### src/rtl/bpsk_pkg.sv
// Shared types and constants for the BPSK frame scheduler.
package bpsk_pkg;

  typedef enum logic [1:0] {
    IDLE  = 2'd0,
    PRE   = 2'd1,
    PAY   = 2'd2,
    GUARD = 2'd3
  } state_t;

  localparam int unsigned BARKER_LEN = 13;
  localparam logic [BARKER_LEN-1:0] BARKER13 = 13'b1111100110101;

  // Barker chip for preamble position idx (0 = first transmitted, MSB first)
  function automatic logic barker_bit(input logic [3:0] idx);
    logic [3:0] pos;
    pos = 4'(BARKER_LEN - 1) - idx;
    return BARKER13[pos];
  endfunction

endpackage

### src/rtl/bit_tick_gen.sv
// Bit-period tick counter: counts 0..DIV-1 while running, flags the
// second-to-last and last cycle of each bit. Clear forces the count to 0.
module bit_tick_gen #(
  parameter int unsigned DIV = 10
) (
  input  logic clk,
  input  logic rst_n,
  input  logic clear,
  input  logic run,
  output logic pre_last_c,
  output logic last_c
);

  localparam int unsigned TW = $clog2(DIV);

  logic [TW-1:0] cnt;

  // Modulo-DIV cycle counter within a bit
  always_ff @(posedge clk or negedge rst_n) begin
    if (!rst_n) begin
      cnt <= '0;
    end else if (clear) begin
      cnt <= '0;
    end else if (run) begin
      cnt <= last_c ? '0 : cnt + TW'(1);
    end
  end

  // Position flags used to schedule registered strobes one cycle early
  always_comb begin
    pre_last_c = (cnt == TW'(DIV - 2));
    last_c     = (cnt == TW'(DIV - 1));
  end

endmodule

### src/rtl/bpsk_frame_sched.sv
// BPSK frame scheduler: Barker-13 preamble, handshaked payload, silent guard.
// Optional DBPSK payload encoding enabled by defining BPSK_FRAME_DIFF_ENC_EN.
module bpsk_frame_sched
  import bpsk_pkg::*;
#(
  parameter int unsigned DIV       = 10,
  parameter int unsigned PRE_REPS  = 1,
  parameter int unsigned PAY_LEN   = 64,
  parameter int unsigned GUARD_LEN = 2
) (
  input  logic clk_sig,
  input  logic rst_n,
  input  logic start,
  input  logic abort,
  input  logic src_bit,
  input  logic src_vld,
  output logic src_rd,
  output logic bit_sig,
  output logic bit_stb,
  output logic tx_en,
  output logic busy,
  output logic frame_done,
  output logic underflow
);

  localparam int unsigned CW = 16;
  localparam int unsigned RW = 4;
  localparam logic [CW-1:0] PRE_LAST = CW'(BARKER_LEN - 1);
  localparam logic [CW-1:0] PAY_LAST = CW'(PAY_LEN - 1);
  localparam logic [CW-1:0] GRD_LAST = CW'(GUARD_LEN - 1);
  localparam logic [RW-1:0] REP_LAST = RW'(PRE_REPS - 1);

  state_t        state, state_d;
  logic [CW-1:0] bit_cnt, bit_cnt_d;
  logic [RW-1:0] rep_cnt, rep_cnt_d;
  logic          bit_sig_d, bit_stb_d, src_rd_d, frame_done_d;
  logic          launch_c, take_c, clear_c;
  logic          raw_c, enc_c, raw_q;
  logic          pre_last_c, last_c;
  logic          run_c;

  assign run_c = (state != IDLE);

  bit_tick_gen #(.DIV(DIV)) u_tick (
    .clk        (clk_sig),
    .rst_n      (rst_n),
    .clear      (clear_c),
    .run        (run_c),
    .pre_last_c (pre_last_c),
    .last_c     (last_c)
  );

  // Raw payload bit: an invalid source repeats the previous raw bit
  assign raw_c = src_vld ? src_bit : raw_q;

`ifdef BPSK_FRAME_DIFF_ENC_EN
  logic dprev_q;

  assign enc_c = raw_c ^ dprev_q;

  // Last transmitted payload symbol; seeded with the final Barker chip (1)
  always_ff @(posedge clk_sig or negedge rst_n) begin
    if (!rst_n) begin
      dprev_q <= 1'b1;
    end else if (launch_c) begin
      dprev_q <= 1'b1;
    end else if (take_c) begin
      dprev_q <= enc_c;
    end
  end
`else
  assign enc_c = raw_c;
`endif

  // Next-state and next-output decode; strobes are set one cycle ahead
  always_comb begin
    state_d      = state;
    bit_cnt_d    = bit_cnt;
    rep_cnt_d    = rep_cnt;
    bit_sig_d    = bit_sig;
    bit_stb_d    = 1'b0;
    src_rd_d     = 1'b0;
    frame_done_d = 1'b0;
    launch_c     = 1'b0;
    take_c       = 1'b0;
    clear_c      = 1'b0;
    if (abort) begin
      state_d   = IDLE;
      bit_cnt_d = '0;
      rep_cnt_d = '0;
      bit_sig_d = 1'b0;
      clear_c   = 1'b1;
    end else begin
      unique case (state)
        IDLE: launch_c = start;
        PRE: begin
          src_rd_d = pre_last_c && (bit_cnt == PRE_LAST) && (rep_cnt == REP_LAST);
          if (last_c) begin
            bit_stb_d = 1'b1;
            if (bit_cnt == PRE_LAST) begin
              bit_cnt_d = '0;
              if (rep_cnt == REP_LAST) begin
                state_d   = PAY;
                rep_cnt_d = '0;
                take_c    = 1'b1;
                bit_sig_d = enc_c;
              end else begin
                rep_cnt_d = rep_cnt + RW'(1);
                bit_sig_d = barker_bit(4'd0);
              end
            end else begin
              bit_cnt_d = bit_cnt + CW'(1);
              bit_sig_d = barker_bit(bit_cnt[3:0] + 4'd1);
            end
          end
        end
        PAY: begin
          src_rd_d = pre_last_c && (bit_cnt != PAY_LAST);
          if (last_c) begin
            bit_stb_d = 1'b1;
            if (bit_cnt == PAY_LAST) begin
              state_d   = GUARD;
              bit_cnt_d = '0;
              bit_sig_d = 1'b0;
            end else begin
              bit_cnt_d = bit_cnt + CW'(1);
              take_c    = 1'b1;
              bit_sig_d = enc_c;
            end
          end
        end
        GUARD: begin
          frame_done_d = pre_last_c && (bit_cnt == GRD_LAST);
          if (last_c) begin
            if (bit_cnt == GRD_LAST) begin
              state_d   = IDLE;
              bit_cnt_d = '0;
              launch_c  = start;
            end else begin
              bit_cnt_d = bit_cnt + CW'(1);
              bit_stb_d = 1'b1;
            end
          end
        end
        default: state_d = IDLE;
      endcase
      if (launch_c) begin
        state_d   = PRE;
        bit_cnt_d = '0;
        rep_cnt_d = '0;
        bit_sig_d = barker_bit(4'd0);
        bit_stb_d = 1'b1;
        clear_c   = 1'b1;
      end
    end
  end

  // FSM state register
  always_ff @(posedge clk_sig or negedge rst_n) begin
    if (!rst_n) begin
      state <= IDLE;
    end else begin
      state <= state_d;
    end
  end

  // Bit/rep counters and registered modulator outputs
  always_ff @(posedge clk_sig or negedge rst_n) begin
    if (!rst_n) begin
      bit_cnt    <= '0;
      rep_cnt    <= '0;
      bit_sig    <= 1'b0;
      bit_stb    <= 1'b0;
      src_rd     <= 1'b0;
      frame_done <= 1'b0;
      tx_en      <= 1'b0;
      busy       <= 1'b0;
    end else begin
      bit_cnt    <= bit_cnt_d;
      rep_cnt    <= rep_cnt_d;
      bit_sig    <= bit_sig_d;
      bit_stb    <= bit_stb_d;
      src_rd     <= src_rd_d;
      frame_done <= frame_done_d;
      tx_en      <= (state_d == PRE) || (state_d == PAY);
      busy       <= (state_d != IDLE);
    end
  end

  // Last raw payload bit and sticky underflow flag, both reset per frame
  always_ff @(posedge clk_sig or negedge rst_n) begin
    if (!rst_n) begin
      raw_q     <= 1'b0;
      underflow <= 1'b0;
    end else if (launch_c) begin
      raw_q     <= 1'b0;
      underflow <= 1'b0;
    end else if (take_c) begin
      raw_q <= raw_c;
      if (!src_vld) begin
        underflow <= 1'b1;
      end
    end
  end

endmodule
### config.mk
export PLATFORM = sky130hd
export DESIGN_NAME = bpsk_frame_sched
export DESIGN_NICKNAME = d
export VERILOG_FILES = /design/src/rtl/bpsk_pkg.sv /design/src/rtl/bit_tick_gen.sv /design/src/rtl/bpsk_frame_sched.sv
export SDC_FILE = /design/constraint.sdc
export NUM_CORES = 1
export LEC_CHECK = 0
export CAP_MARGIN = 20
export CORE_MARGIN = 2
export CORE_UTILIZATION = 54
export DETAILED_ROUTE_END_ITERATION = 12
export HOLD_SLACK_MARGIN = 0.15
export PLACE_DENSITY = 0.86
export SLEW_MARGIN = 20
export SYNTH_ARGS = -nofsm -noshare
export SYNTH_HDL_FRONTEND = slang
export SYNTH_SLANG_ARGS = --single-unit
### constraint.sdc
create_clock -name clk_sig -period 2.3 [get_ports clk_sig]
set_input_delay 0.69 -clock clk_sig [delete_from_list [all_inputs] [get_ports clk_sig]]
set_output_delay 0.69 -clock clk_sig [all_outputs]
set_load 0.01 [all_outputs]
==> Word-level counts from Yosys, hierarchy flattened <==
Memory sizes are Yosys's and may differ from the RTL's.
Cells that the tools add are included.
{ "classes": {"n_addsub": 5, "order_cmp": 1, "eq_ne": 15, "mux": 67, "reduce_logical": 21} }
{ "op_table": {"columns": ["op", "n"], "rows": [
  ["2-to-1 mux 16 bit", 8],
  ["one-hot mux 16 bit (3 select lines)", 1],
  ["2-to-1 mux 4 bit", 9],
  ["2-to-1 mux 1 bit", 34],
  ["2-to-1 mux 2 bit", 9],
  ["adder 16 x 1 -> 16 bit, second input constant", 1],
  ["equality test 16 x 1 -> 1 bit, second input constant", 1],
  ["equality test 16 x 4 -> 1 bit, second input constant", 1],
  ["equality test 16 x 6 -> 1 bit, second input constant", 1],
  ["!= test 16 x 6 -> 1 bit, second input constant", 1],
  ["adder 4 x 1 -> 4 bit, second input constant", 3],
  ["!= test 4 x 3 -> 1 bit, second input constant", 3],
  ["one-hot mux 1 bit (2 select lines)", 5],
  ["nonzero test 3 bit", 3],
  ["equality test 4 bit, second input constant", 2],
  ["nonzero test 2 bit", 4],
  ["equality test 2 bit, second input constant", 3],
  ["one-hot mux 2 bit (3 select lines)", 1],
  ["AND reduction 3 bit", 2],
  ["< comparator 4 x 5 -> 1 bit, second input constant", 1],
  ["nonzero test 5 bit", 1],
  ["equality test 2 x 1 -> 1 bit, second input constant", 2],
  ["logical AND 1 bit", 4],
  ["logical NOT 4 bit", 1],
  ["8 further kinds", 8]
]} }
{ "totals": {"ff_bits": 34, "romBits": 16, "inputBits": 6, "output_inout_bits": 7, "mem_count": 1} }
{ "memory_table": {"columns": ["memory", "depth", "width", "read_ports", "rd_ports_with_merged_regs", "write_ports", "line", "source"], "rows": [
  ["(no name shown)", 16, 1, 1, 0, 0, "bpsk_pkg.sv:18", "return BARKER13[pos];"]
]} }

==> Longest topological paths before layout <==
Gate-level depths: netlist (run 1).
{ "depth": {"word_depth": 9, "ltp_mapped": 10, "depth_no_buf": 9} }

==> By module <==
From an unflattened synthesis (run 1), not the netlist that was laid out.
{ "unflattened": {"cells_unflattened": 258, "area_unflattened_um2": 2278.4} }
{ "modules_own_cells": {"columns": ["mod", "instances", "cells_per_inst", "area_each_um2"], "rows": [
  ["bpsk_frame_sched", 1, 236, 2064.5],
  ["bit_tick_gen", 1, 22, 214.0]
]} }

==> Worst setup path before layout (run 1) <==
Ideal clock, no wire load.
{ "synth_timing": {"path_kind": "register to register", "from": "register bit_cnt[7]", "to": "register tx_en", "arrival_ns": 2.277, "required_time_ns": 2.174, "slack_ns": -0.103, "stages_incl_launch_ff": 10, "period_less_slack_ns": 2.403, "path_cell_list": "dfrtp_1 buf_6 or4_4 buf_6 nor4_2 and3_1 a21o_1 buf_2 o32a_1 ha_1"} }
{ "synth_via": {"elab_chain_cells": 9, "elab_cells_between_ends": 19, "cone_classes": "eq/ne: 5; mux: 13; reduce/logical: 1"} }
{ "synth_rtl": {"columns": ["item", "line", "source"], "rows": [
  ["from (decl)", "bpsk_frame_sched.sv:34", "logic [CW-1:0] bit_cnt, bit_cnt_d;"],
  ["from (signal assigned)", "bpsk_frame_sched.sv:179", "bit_cnt <= bit_cnt_d;"],
  ["equality test 16 x 1 -> 1 bit", "bpsk_frame_sched.sv:135", "if (bit_cnt == GRD_LAST) begin"],
  ["2-to-1 mux 1 bit", "bpsk_frame_sched.sv:135", null],
  ["2-to-1 mux 1 bit", "bpsk_frame_sched.sv:134", "if (last_c) begin"],
  ["one-hot mux 1 bit (2 select lines)", "bpsk_frame_sched.sv:94", "unique case (state)"],
  ["2-to-1 mux 1 bit", "bpsk_frame_sched.sv:87", "if (abort) begin"],
  ["2-to-1 mux 2 bit (*)", "bpsk_frame_sched.sv:147", "if (launch_c) begin"],
  ["2-to-1 mux 2 bit (*)", "bpsk_frame_sched.sv:87", null],
  ["equality test 2 x 1 -> 1 bit / equality test 2 bit (equally long branches)", "bpsk_frame_sched.sv:185", "tx_en <= (state_d == PRE) || (state_d == PAY);"],
  ["logical OR 1 bit (*)", "bpsk_frame_sched.sv:185", null],
  ["to (signal assigned)", "bpsk_frame_sched.sv:185", null],
  ["to (decl)", "bpsk_frame_sched.sv:20", "output logic tx_en,"]
]} }
Every way passes the cells marked *; elsewhere a longest branch is shown, timed or not. The select of a mux whose other input is x is not followed.
A chain may end at the register's enable or synchronous reset.

==> Worst setup path in the final report (run 1) <==
{ "layout_timing": {"from": "register bit_cnt[15]", "to": "register tx_en"} }
Same word-level chain as after synthesis.

==> impl_metrics.csv, run 1 <==
group,metric,value,unit
synthesis,synth_edf_count,0,
clock_network,holdBufCountCts,0,
power,powerDensity,458.6,nW/um2
clock_network,cts_tree,"built",
routing,drc,0,
finish,nFillCells,274,
power,ir_worst_vdd,0.3327,mV
floorplan,start_util,57.29,%
grt,use_met3,4.360,%
min_path,holdPathStages,1,
clock_network,cts.htree.levels,2,
synthesis,ys_seq_area_share,36.60,%
setup_path,path_cells,"or4_4 > nor4_4 > a31oi_1 > o31ai_2 > a21o_1 > ha_1",
power,swShare,28.56,%
finish,syn2layout_area_growth,25.13,%
clock_network,root_buffer,"clkbuf_8",
grt,grtUsageMet1,33.83,%
grt,grt_pass1_wl,9963,um
grt,overflow,0,
placement,gp_congestion,0.8802,
power,p_clk_share,35.2,%
min_path,hold_class,"flip-flop to flip-flop",
grt,grtUsageTotal,25.45,%
setup_path,cp_max_fo,8,
timing,hold_violations,0,
setup_path,end_kind,"flip-flop",
timing,slew_headroom,62.76,%
timing,worst_pin_slew,549.9,ps
floorplan,die_height,69.61,um
setup_path,worstSetupStartpoint,"bit_cnt[15]",
power,power_frac_comb,17.6,%
floorplan,fp.coreArea,4058,um2
power,p_seq_share,47.2,%
power,p_leak,1.231,nW
routing,vias,2297,
placement,dp_hpwl,4073,um
synthesis,synthDistinctLibCells,61,
finish,final-seq-area,850.8,um2
timing,period_needed,2395,ps
run,max_cap_viol_count,0,
synthesis,synth.most_common_cell,"dfrtp_1",
min_path,min_to,"underflow",
clock_network,clk_path_buf_depth,2,
clock_network,cts_inserted_buffers,5,
finish,finalNonFillerCells,352,
routing,routedWlPerCell,17.68,um
routing,routed_wl,6223,um
timing,finalSetupTns,-343.5,ps
power,switchingPower,0.0003810,W
timing,finClkSkew,8.858,ps
grt,antenna_found_initial,0,
setup_path,r2r_start,"bit_cnt[15]",
min_path,holdCritStartpoint,"underflow",
floorplan,fp-row-count,23,
synthesis,ys_ff_latch,34,
setup_path,slowest_stage,"or4_4",
finish,multi_input_area,1401,um2
routing,ant_nets,0,
timing,whs,501.9,ps
synthesis,synth_area,2325,um2
setup_path,crit_arrival,2570,ps
clock_network,path_clk_slew,70,ps
finish,diodes,0,
finish,final_nets,322,
placement,place_ws,-174.5,ps
placement,io_buffers,12,
synthesis,synth_commonest_cells,"34 x dfrtp_1, 25 x nand2_1, 15 x ha_1, 15 x nor2_1, 14 x inv_1",
floorplan,dieArea,4846,um2
timing,fin_crit_sh,104.1,%
synthesis,syn_avg_cell_area,9.189,um2
timing,setup_ws,-94.94,ps
setup_path,crit_type,"flip-flop to flip-flop",
setup_path,reg2reg_to,"tx_en",
floorplan,io_pins,13,
synthesis,synth_top_cell_area_share,36.60,%
synthesis,async_reset_ff_share,100.0,%
synthesis,synth.top_cells.by_area,"dfrtp_1 37%, ha_1 8.1%, nand2_1 4.0%",
routing,vias_per_cell,6.526,
timing,rsz0062_at_grt,"true",
run_status,status,"finished with violations",
grt,grt_pass1_vias,2192,
setup_path,critPathRequiredTime,2480,ps
setup_path,reg2reg_depth,6,
clock_network,clkLatencyLatePin,300,ps
grt,grtUsageMet2,40.60,%
floorplan,fp.dieW,69.61,um
power,p_int,0.0009530,W
timing,fmaxAchievable,417.5,MHz
timing,finalSetupViolations,10,
grt,grt_max_degree,35,
timing,finalMaxSlewViolations,0,
finish,layout-drive-gt1-share,23.18,%
run_status,violations,"setup timing",
routing,drt_first_pass_iters,6,
synthesis,synthCells,253,
synthesis,yosys.area.top_type,"dfrtp_1",
synthesis,yosys_warnings,0,
setup_path,max_stage_delay,650,ps
routing,drt_iter0_drc,228,
placement,numPlacedInstances,340,
synthesis,synth_flop_cell,"dfrtp_1",
power,total_power,0.001334,W
setup_path,startpoint_type,"flip-flop",
grt,busiest_layer,"met2",
synthesis,synth_nets,274,
clock_network,numClockSinks,34,
setup_path,reg2reg_slack,-90,ps
-- worst max-delay path by stage --
stage | slack [ps] | end | depth (start not counted)
after floorplan | -60 | tx_en | 7
after global placement | -70 | bit_cnt[9] | 6
after detailed placement | -170 | bit_cnt[10] | 6
after CTS | 1 | tx_en | 6
after global routing | -140 | tx_en | 6
final | -90 | tx_en | 6
-- per-layer routing --
| layer | vias up | share of wire, % |
|---|---|---|
| met1 | 1112 | 43 |
| met5 | - | 0 |
| met4 | 0 | 2.7 |
| met2 | 117 | 47 |
| met3 | 25 | 7.0 |
| li1 | 1043 | - |
-- logic make-up (layout without fill, tap and decap cells) --
group,count (synthesis),in the layout,share of synthesized area (%)
AO/OA/AOI/OAI,64,64,21.91
XOR/XNOR,3,3,1.130
flip-flops,34,34,36.60
multiplexers,3,3,1.292
adder cells (fa/ha/maj),15,15,8.073
buffers and inverters,28,77,5.651
AND/OR/NAND/NOR,106,106,25.35
-- placed cells by master, fill, tap and decap left out, types with 2 or more instances in the layout --
| cell | n |
|---|---|
| buf_4 | 41 |
| dfrtp_1 | 34 |
| nand2_1 | 25 |
| nor2_1 | 15 |
| ha_1 | 15 |
| inv_1 | 14 |
| nand3_1 | 13 |
| clkdlybuf4s50_1 | 12 |
| nand4_1 | 8 |
| o311ai_1 | 7 |
| o21ai_1 | 6 |
| nor3_1 | 6 |
| a21oi_1 | 6 |
| o21ai_0 | 6 |
| clkbuf_8 | 6 |
| nor2b_1 | 5 |
| or3_1 | 5 |
| a22oi_1 | 5 |
| a31oi_1 | 4 |
| nand2b_1 | 4 |
| o31a_1 | 4 |
| or4_4 | 3 |
| or2_2 | 3 |
| and3_1 | 3 |
| mux2i_1 | 3 |
| or4_1 | 3 |
| nor4_4 | 2 |
| nor3b_1 | 2 |
| a21o_1 | 2 |
| nand3b_1 | 2 |
| a41oi_2 | 2 |
| o22ai_1 | 2 |
| xor2_1 | 2 |
| buf_6 | 2 |
-- layout make-up --
cell class              count  share of cell area, %
clock buffers               7                  2.968
clock inverters             1                 0.1720
inverters                  14                  1.806
multi-input cells         191                  48.17
flip-flops and latches     34                  29.25
well taps                  50                  2.151
repair buffers             55                  15.48
-- power by group through the flow --
stage,clock [W],combinational (W),sequential (W)
global route,0.000504,0.000251,0.000631
CTS,0.000471,0.000219,0.000629
detailed placement,0,0.000217,0.000640
global placement,0,0.000209,0.000639
finish,0.000470,0.000235,0.000629
floorplan,0,0.000116,0.000641
-- sequential cells by signal, summed over array words and instances (netlist names) --
name and cells:
bit_cnt 16, rep_cnt 4, u_tick.cnt 4, state 2
bit_sig 1, bit_stb 1, busy 1, frame_done 1
raw_q 1, src_rd 1, tx_en 1, underflow 1
-- repair_timing --
action | 4_1_cts | 5_1_grt
setup buffers | 2 | 3
hold endpoints to repair | 0 | 0
gates resized for setup | 6 | 8
gates cloned | 0 | 0
setup endpoints to repair | 4 | 19
pin swaps | 9 | 7
-- through the flow --
step | util [%] | cell area (um2)
final | 71.69 | 2909
after global routing | 71.69 | 2909
after CTS | 70.83 | 2874
after detailed placement | 67.62 | 2744
after global placement | 67.62 | 2744
after floorplan | - | 2347
-- worst max-delay path: cells and delay by family, from the launching register on --
family,cells,cell delay [ps]
simple gates,2,1030
fa+ha+maj,1,220
compound gates,3,630
flops,1,380
(Power assumes the default switching activity.)
==> run 2, diff against run 1 <==
--- a/config.mk
+++ b/config.mk
@@ -10,6 +10,7 @@
 export CORE_UTILIZATION = 54
 export DETAILED_ROUTE_END_ITERATION = 12
 export HOLD_SLACK_MARGIN = 0.15
+export MAX_ROUTING_LAYER = met4
 export PLACE_DENSITY = 0.86
 export SLEW_MARGIN = 20
 export SYNTH_ARGS = -nofsm -noshare
==> impl_metrics.csv, run 2 (same netlist as run 1, synthesis figures left out) <==
group,metric,value,unit
grt,grt_pass1_vias,2188,
grt,grt_max_degree,35,
finish,diodes,0,
power,total_power,0.001335,W
routing,routedWlPerCell,17.63,um
timing,fin_crit_sh,103.9,%
finish,reg_top3,"bit_cnt: 16 flops, rep_cnt: 4 flops, u_tick.cnt: 4 flops",
timing,finalMaxSlewViolations,0,
timing,hold_violations,0,
setup_path,slowest_stage,"or4_4",
floorplan,dieArea,4846,um2
clock_network,clk_path_buf_depth,2,
placement,gp_congestion,0.8948,
setup_path,cp_max_fo,8,
setup_path,critPathRequiredTime,2480,ps
routing,vias,2277,
finish,final_cell_mix,"41 x buf_4, 34 x dfrtp_1, 25 x nand2_1, 15 x nor2_1, 15 x ha_1",
setup_path,reg2reg_to,"tx_en",
grt,overflow,0,
placement,numPlacedInstances,340,
timing,slew_headroom,62.79,%
finish,final_nets,322,
setup_path,crit_arrival,2570,ps
run,max_cap_viol_count,0,
setup_path,r2r_start,"bit_cnt[15]",
grt,grtUsageTotal,26.14,%
clock_network,numClockSinks,34,
min_path,min_to,"underflow",
finish,regMostFlops,"bit_cnt",
routing,ant_nets,0,
setup_path,crit_type,"flip-flop to flip-flop",
floorplan,fp.dieW,69.61,um
finish,layout-drive-gt1-share,23.18,%
finish,fin_util,71.69,%
timing,rsz0062_at_grt,"true",
min_path,holdCritStartpoint,"underflow",
clock_network,cts_tree,"built",
timing,worst_pin_slew,549.5,ps
timing,setup_ws,-90.06,ps
floorplan,die_height,69.61,um
timing,finalSetupViolations,10,
clock_network,path_clk_slew,70,ps
finish,largest_reg_flops,16,
routing,routed_wl,6207,um
routing,drt_first_pass_iters,5,
power,p_leak,1.231,nW
setup_path,max_stage_delay,650,ps
finish,syn2layout_area_growth,25.13,%
clock_network,cts_inserted_buffers,5,
min_path,hold_class,"flip-flop to flip-flop",
floorplan,fp-row-count,23,
timing,period_needed,2390,ps
clock_network,clkLatencyLatePin,300,ps
timing,finClkSkew,7.875,ps
routing,drc,0,
min_path,holdPathStages,1,
floorplan,io_pins,13,
grt,grt_pass1_wl,9970,um
grt,antenna_found_initial,0,
timing,fmaxAchievable,418.4,MHz
floorplan,start_util,57.29,%
setup_path,startpoint_type,"flip-flop",
setup_path,reg2reg_depth,6,
setup_path,path_cells,"or4_4 > nor4_4 > a31oi_1 > o31ai_2 > a21o_1 > ha_1",
routing,vias_per_cell,6.469,
setup_path,reg2reg_slack,-90,ps
clock_network,root_buffer,"clkbuf_8",
finish,finalNonFillerCells,352,
clock_network,cts.htree.levels,2,
finish,final_common_cell,"buf_4",
power,ir_worst_vdd,0.3330,mV
routing,drt_iter0_drc,224,
run_status,status,"finished with violations",
placement,dp_hpwl,4073,um
floorplan,fp.coreArea,4058,um2
setup_path,end_kind,"flip-flop",
placement,io_buffers,12,
power,powerDensity,458.9,nW/um2
run_status,violations,"setup timing",
[run 2: stage by stage]
stage / hold WS (ps) / setup WS [ps] / instance area [um2] / setup TNS (ps)
after detailed placement: 481.4 / -174.5 / 2744 / -1279
after floorplan: 394.4 / -60.38 / 2347 / -60.38
final: 502.1 / -90.06 / 2909 / -339.9
after CTS: 504.6 / 1.312 / 2874 / 0
after global routing: 535.8 / -145.6 / 2909 / -1119
after global placement: 485.4 / -74.28 / 2744 / -449.6
[run 2: worst max path at each step]
stage | start | to | depth (start not counted)
final | bit_cnt[15] | tx_en | 6
after global placement | abort | bit_cnt[9] | 6
after detailed placement | abort | bit_cnt[10] | 6
after global routing | bit_cnt[15] | tx_en | 6
after CTS | bit_cnt[14] | tx_en | 6
after floorplan | bit_cnt[15] | tx_en | 7
[run 2: timing repair]
| action | in CTS | in global routing |
|---|---|---|
| hold buffers | 0 | 0 |
| pin swaps | 9 | 8 |
| endpoints found under the setup margin | 4 | 20 |
| setup buffers | 2 | 3 |
| resized for setup | 6 | 8 |
[run 2: power breakdown]
part	internal, W	leakage [nW]	total (W)	switching (W)
Sequential	0.000613	0.470	0.000629	0.0000159
Combinational	0.0000981	0.713	0.000235	0.000137
Clock	0.000241	0.0482	0.000470	0.000229
[run 2: critical path: cells and delay by family, from the launching register on]
family,cells,cell delay (ps)
adders and majority gates,1,220
DFF,1,380
and+or+nand+nor,2,1030
AOI/OAI and AO/OA,3,630
[run 2: cell type report]
class / count / area, um2
inverters: 14 / 52.55
clock inverters: 1 / 5.005
repair buffers: 55 / 450.4
flip-flops and latches: 34 / 850.8
multi-input cells: 191 / 1401
fillers: 274 / 1149
clock buffers: 7 / 86.33
well taps: 50 / 62.56
[run 2: layer usage]
layer  share of wire [%]  GRT usage [%]  routed length [um]  vias up
met2                  47          40.49                2905      121
met5                   0              -                   0        -
met3                 7.4          4.360                 460       27
met4                 2.9          11.75                 182        0
met1                  43          33.83                2658     1085
li1                    -              -                   -     1044
==> run 3, diff against run 2 <==
--- a/config.mk
+++ b/config.mk
@@ -7,11 +7,12 @@
 export LEC_CHECK = 0
 export CAP_MARGIN = 20
 export CORE_MARGIN = 2
-export CORE_UTILIZATION = 54
+export CORE_UTILIZATION = 60
 export DETAILED_ROUTE_END_ITERATION = 12
+export GPL_ROUTABILITY_DRIVEN = 0
 export HOLD_SLACK_MARGIN = 0.15
 export MAX_ROUTING_LAYER = met4
-export PLACE_DENSITY = 0.86
+export PLACE_DENSITY = 0.9
 export SLEW_MARGIN = 20
 export SYNTH_ARGS = -nofsm -noshare
 export SYNTH_HDL_FRONTEND = slang
==> constraint.sdc (replaced) <==
create_clock -name clk_sig -period 2.8 [get_ports clk_sig]
set_input_delay 0.84 -clock clk_sig [delete_from_list [all_inputs] [get_ports clk_sig]]
set_output_delay 0.84 -clock clk_sig [all_outputs]
set_load 0.01 [all_outputs]
==> impl_metrics.csv, run 3 (same netlist as run 1, synthesis figures left out) <==
group,metric,value,unit
grt,grt_pass1_vias,2013,
clock_network,cts.htree.levels,2,
grt,overflow,0,
power,switchingPower,0.0002971,W
setup_path,max_stage_delay,750,ps
floorplan,fp-row-count,22,
finish,nFillCells,272,
routing,drt_iter0_drc,190,
setup_path,reg2reg_to,"tx_en",
min_path,holdPathStages,1,
timing,hold_violations,0,
clock_network,clk_path_buf_depth,2,
power,swShare,27.90,%
setup_path,startpoint_type,"flip-flop",
power,p_int,0.0007676,W
run_status,status,"finished, final reports clean",
finish,syn2layout_area_growth,11.95,%
min_path,hold_class,"flip-flop to flip-flop",
routing,vias_per_cell,6.631,
clock_network,clkLatencyLatePin,290,ps
floorplan,dieArea,4388,um2
routing,vias,2102,
floorplan,start_util,63.03,%
min_path,min_to,"underflow",
routing,routed_wl,5368,um
setup_path,reg2reg_slack,150,ps
floorplan,fp.dieW,66.25,um
finish,diodes,0,
setup_path,reg2reg_depth,6,
routing,drc,0,
power,ir_worst_vdd,0.2709,mV
clock_network,root_buffer,"clkbuf_8",
finish,final_common_cell,"dfrtp_1",
floorplan,fp.coreArea,3689,um2
finish,reg_top3,"bit_cnt: 16 flops, rep_cnt: 4 flops, u_tick.cnt: 4 flops",
floorplan,die_height,66.25,um
power,p_seq_share,48.5,%
clock_network,cts_setup_buffers,0,
grt,grt_pass1_wl,9197,um
finish,final-seq-area,850.8,um2
setup_path,end_kind,"flip-flop",
setup_path,path_cells,"or4_1 > nor4_4 > a31oi_1 > o31ai_1 > a21o_1 > ha_1",
power,p_leak,1.066,nW
grt,grt_max_degree,35,
setup_path,critPathRequiredTime,2970,ps
timing,period_needed,2646,ps
finish,final_cell_mix,"34 x dfrtp_1, 25 x nand2_1, 15 x nor2_1, 15 x ha_1, 14 x inv_1",
timing,worst_pin_slew,656.3,ps
finish,layout-drive-gt1-share,11.52,%
clock_network,cts_inserted_buffers,5,
setup_path,crit_type,"flip-flop to flip-flop",
finish,largest_reg_flops,16,
grt,grtUsageTotal,28.15,%
finish,regMostFlops,"bit_cnt",
power,power_frac_comb,15.7,%
setup_path,cp_max_fo,8,
setup_path,slowest_stage,"or4_1",
setup_path,crit_arrival,2820,ps
clock_network,path_clk_slew,70,ps
timing,fin_crit_sh,94.48,%
floorplan,io_pins,13,
routing,drt_first_pass_iters,5,
run,max_cap_viol_count,0,
setup_path,r2r_start,"bit_cnt[9]",
power,p_clk_share,35.8,%
min_path,holdCritStartpoint,"underflow",
clock_network,holdBufCountCts,0,
timing,finalMaxSlewViolations,0,
timing,finalSetupTns,0,ps
placement,io_buffers,12,
timing,rsz0062_at_grt,"false",
finish,design_area,2603,um2
grt,antenna_found_initial,0,
routing,ant_nets,0,
clock_network,numClockSinks,34,
routing,routedWlPerCell,16.93,um
placement,dp_hpwl,3545,um
timing,slew_headroom,56.15,%
timing,whs,501.7,ps
timing,fmaxAchievable,378.0,MHz
timing,finClkSkew,2.826,ps
finish,final_nets,289,
finish,multi_input_area,1353,um2
clock_network,cts_tree,"built",
power,powerDensity,409.1,nW/um2
placement,dpl-instance-area,2507,um2
timing,finalSetupViolations,0,
==> run 3: cell types whose count changed in the layout (fill, tap and decap cells not counted), sizes merged <==
| cell | delta |
|---|---|
| buf | -33 |
==> run 3: power groups by stage <==
stage | logic [W] | clock network (W) | registers [W]
after floorplan | 0.0000929 | 0 | 0.000527
after global placement | 0.000157 | 0 | 0.000526
after detailed placement | 0.000161 | 0 | 0.000525
after CTS | 0.000164 | 0.000386 | 0.000516
after global routing | 0.000184 | 0.000404 | 0.000519
final | 0.000167 | 0.000382 | 0.000517
==> run 3: critical path, delay by kind of cell, from the launching register on <==
kind                     cells  cell delay [ps]
AND/OR/NAND/NOR              2             1140
AO/OA/AOI/OAI                3              700
adder cells (fa/ha/maj)      1              230
flip-flops                   1              450
==> run 3: worst max-delay path by stage <==
stage                           start    endpoint  slack [ps]
after floorplan            bit_cnt[7]       tx_en         400
after global placement    bit_cnt[10]       tx_en         250
after detailed placement        abort  bit_cnt[9]         140
after CTS                 bit_cnt[10]       tx_en          80
after global routing       bit_cnt[9]       tx_en          40
final                      bit_cnt[9]       tx_en         150
==> run 3: metal layers <==
metal | up-vias | GRT usage [%] | wire [um]
met5 | - | - | 0
li1 | 988 | - | -
met1 | 990 | 34.64 | 2244
met3 | 22 | 6.814 | 390
met2 | 102 | 43.88 | 2574
met4 | 0 | 12.76 | 159
==> run 3: final cells by class <==
cell class	instances	area share, %
Clock buffer	7	3.317
Clock inverter	1	0.1923
Inverter	14	2.019
Multi-Input combinational cell	191	51.97
Sequential cell	34	32.69
Tap cell	48	2.308
Timing Repair Buffer	22	7.500
==> run 3: repair_timing <==
action | in CTS | in global routing
hold endpoints to repair | 0 | 0
gates resized for setup | 0 | 1
endpoints found under the setup margin | 0 | 2
==> run 3: stage by stage <==
stage,worst slack (ps),cells,util (%),total power (W)
final,154.5,317,70.56,0.001065
after floorplan,397.0,253,-,0.0006196
after detailed placement,136.9,309,67.98,0.0006865
after CTS,77.18,317,70.45,0.001067
after global routing,38.86,317,70.56,0.001107
after global placement,248.3,309,67.98,0.0006823
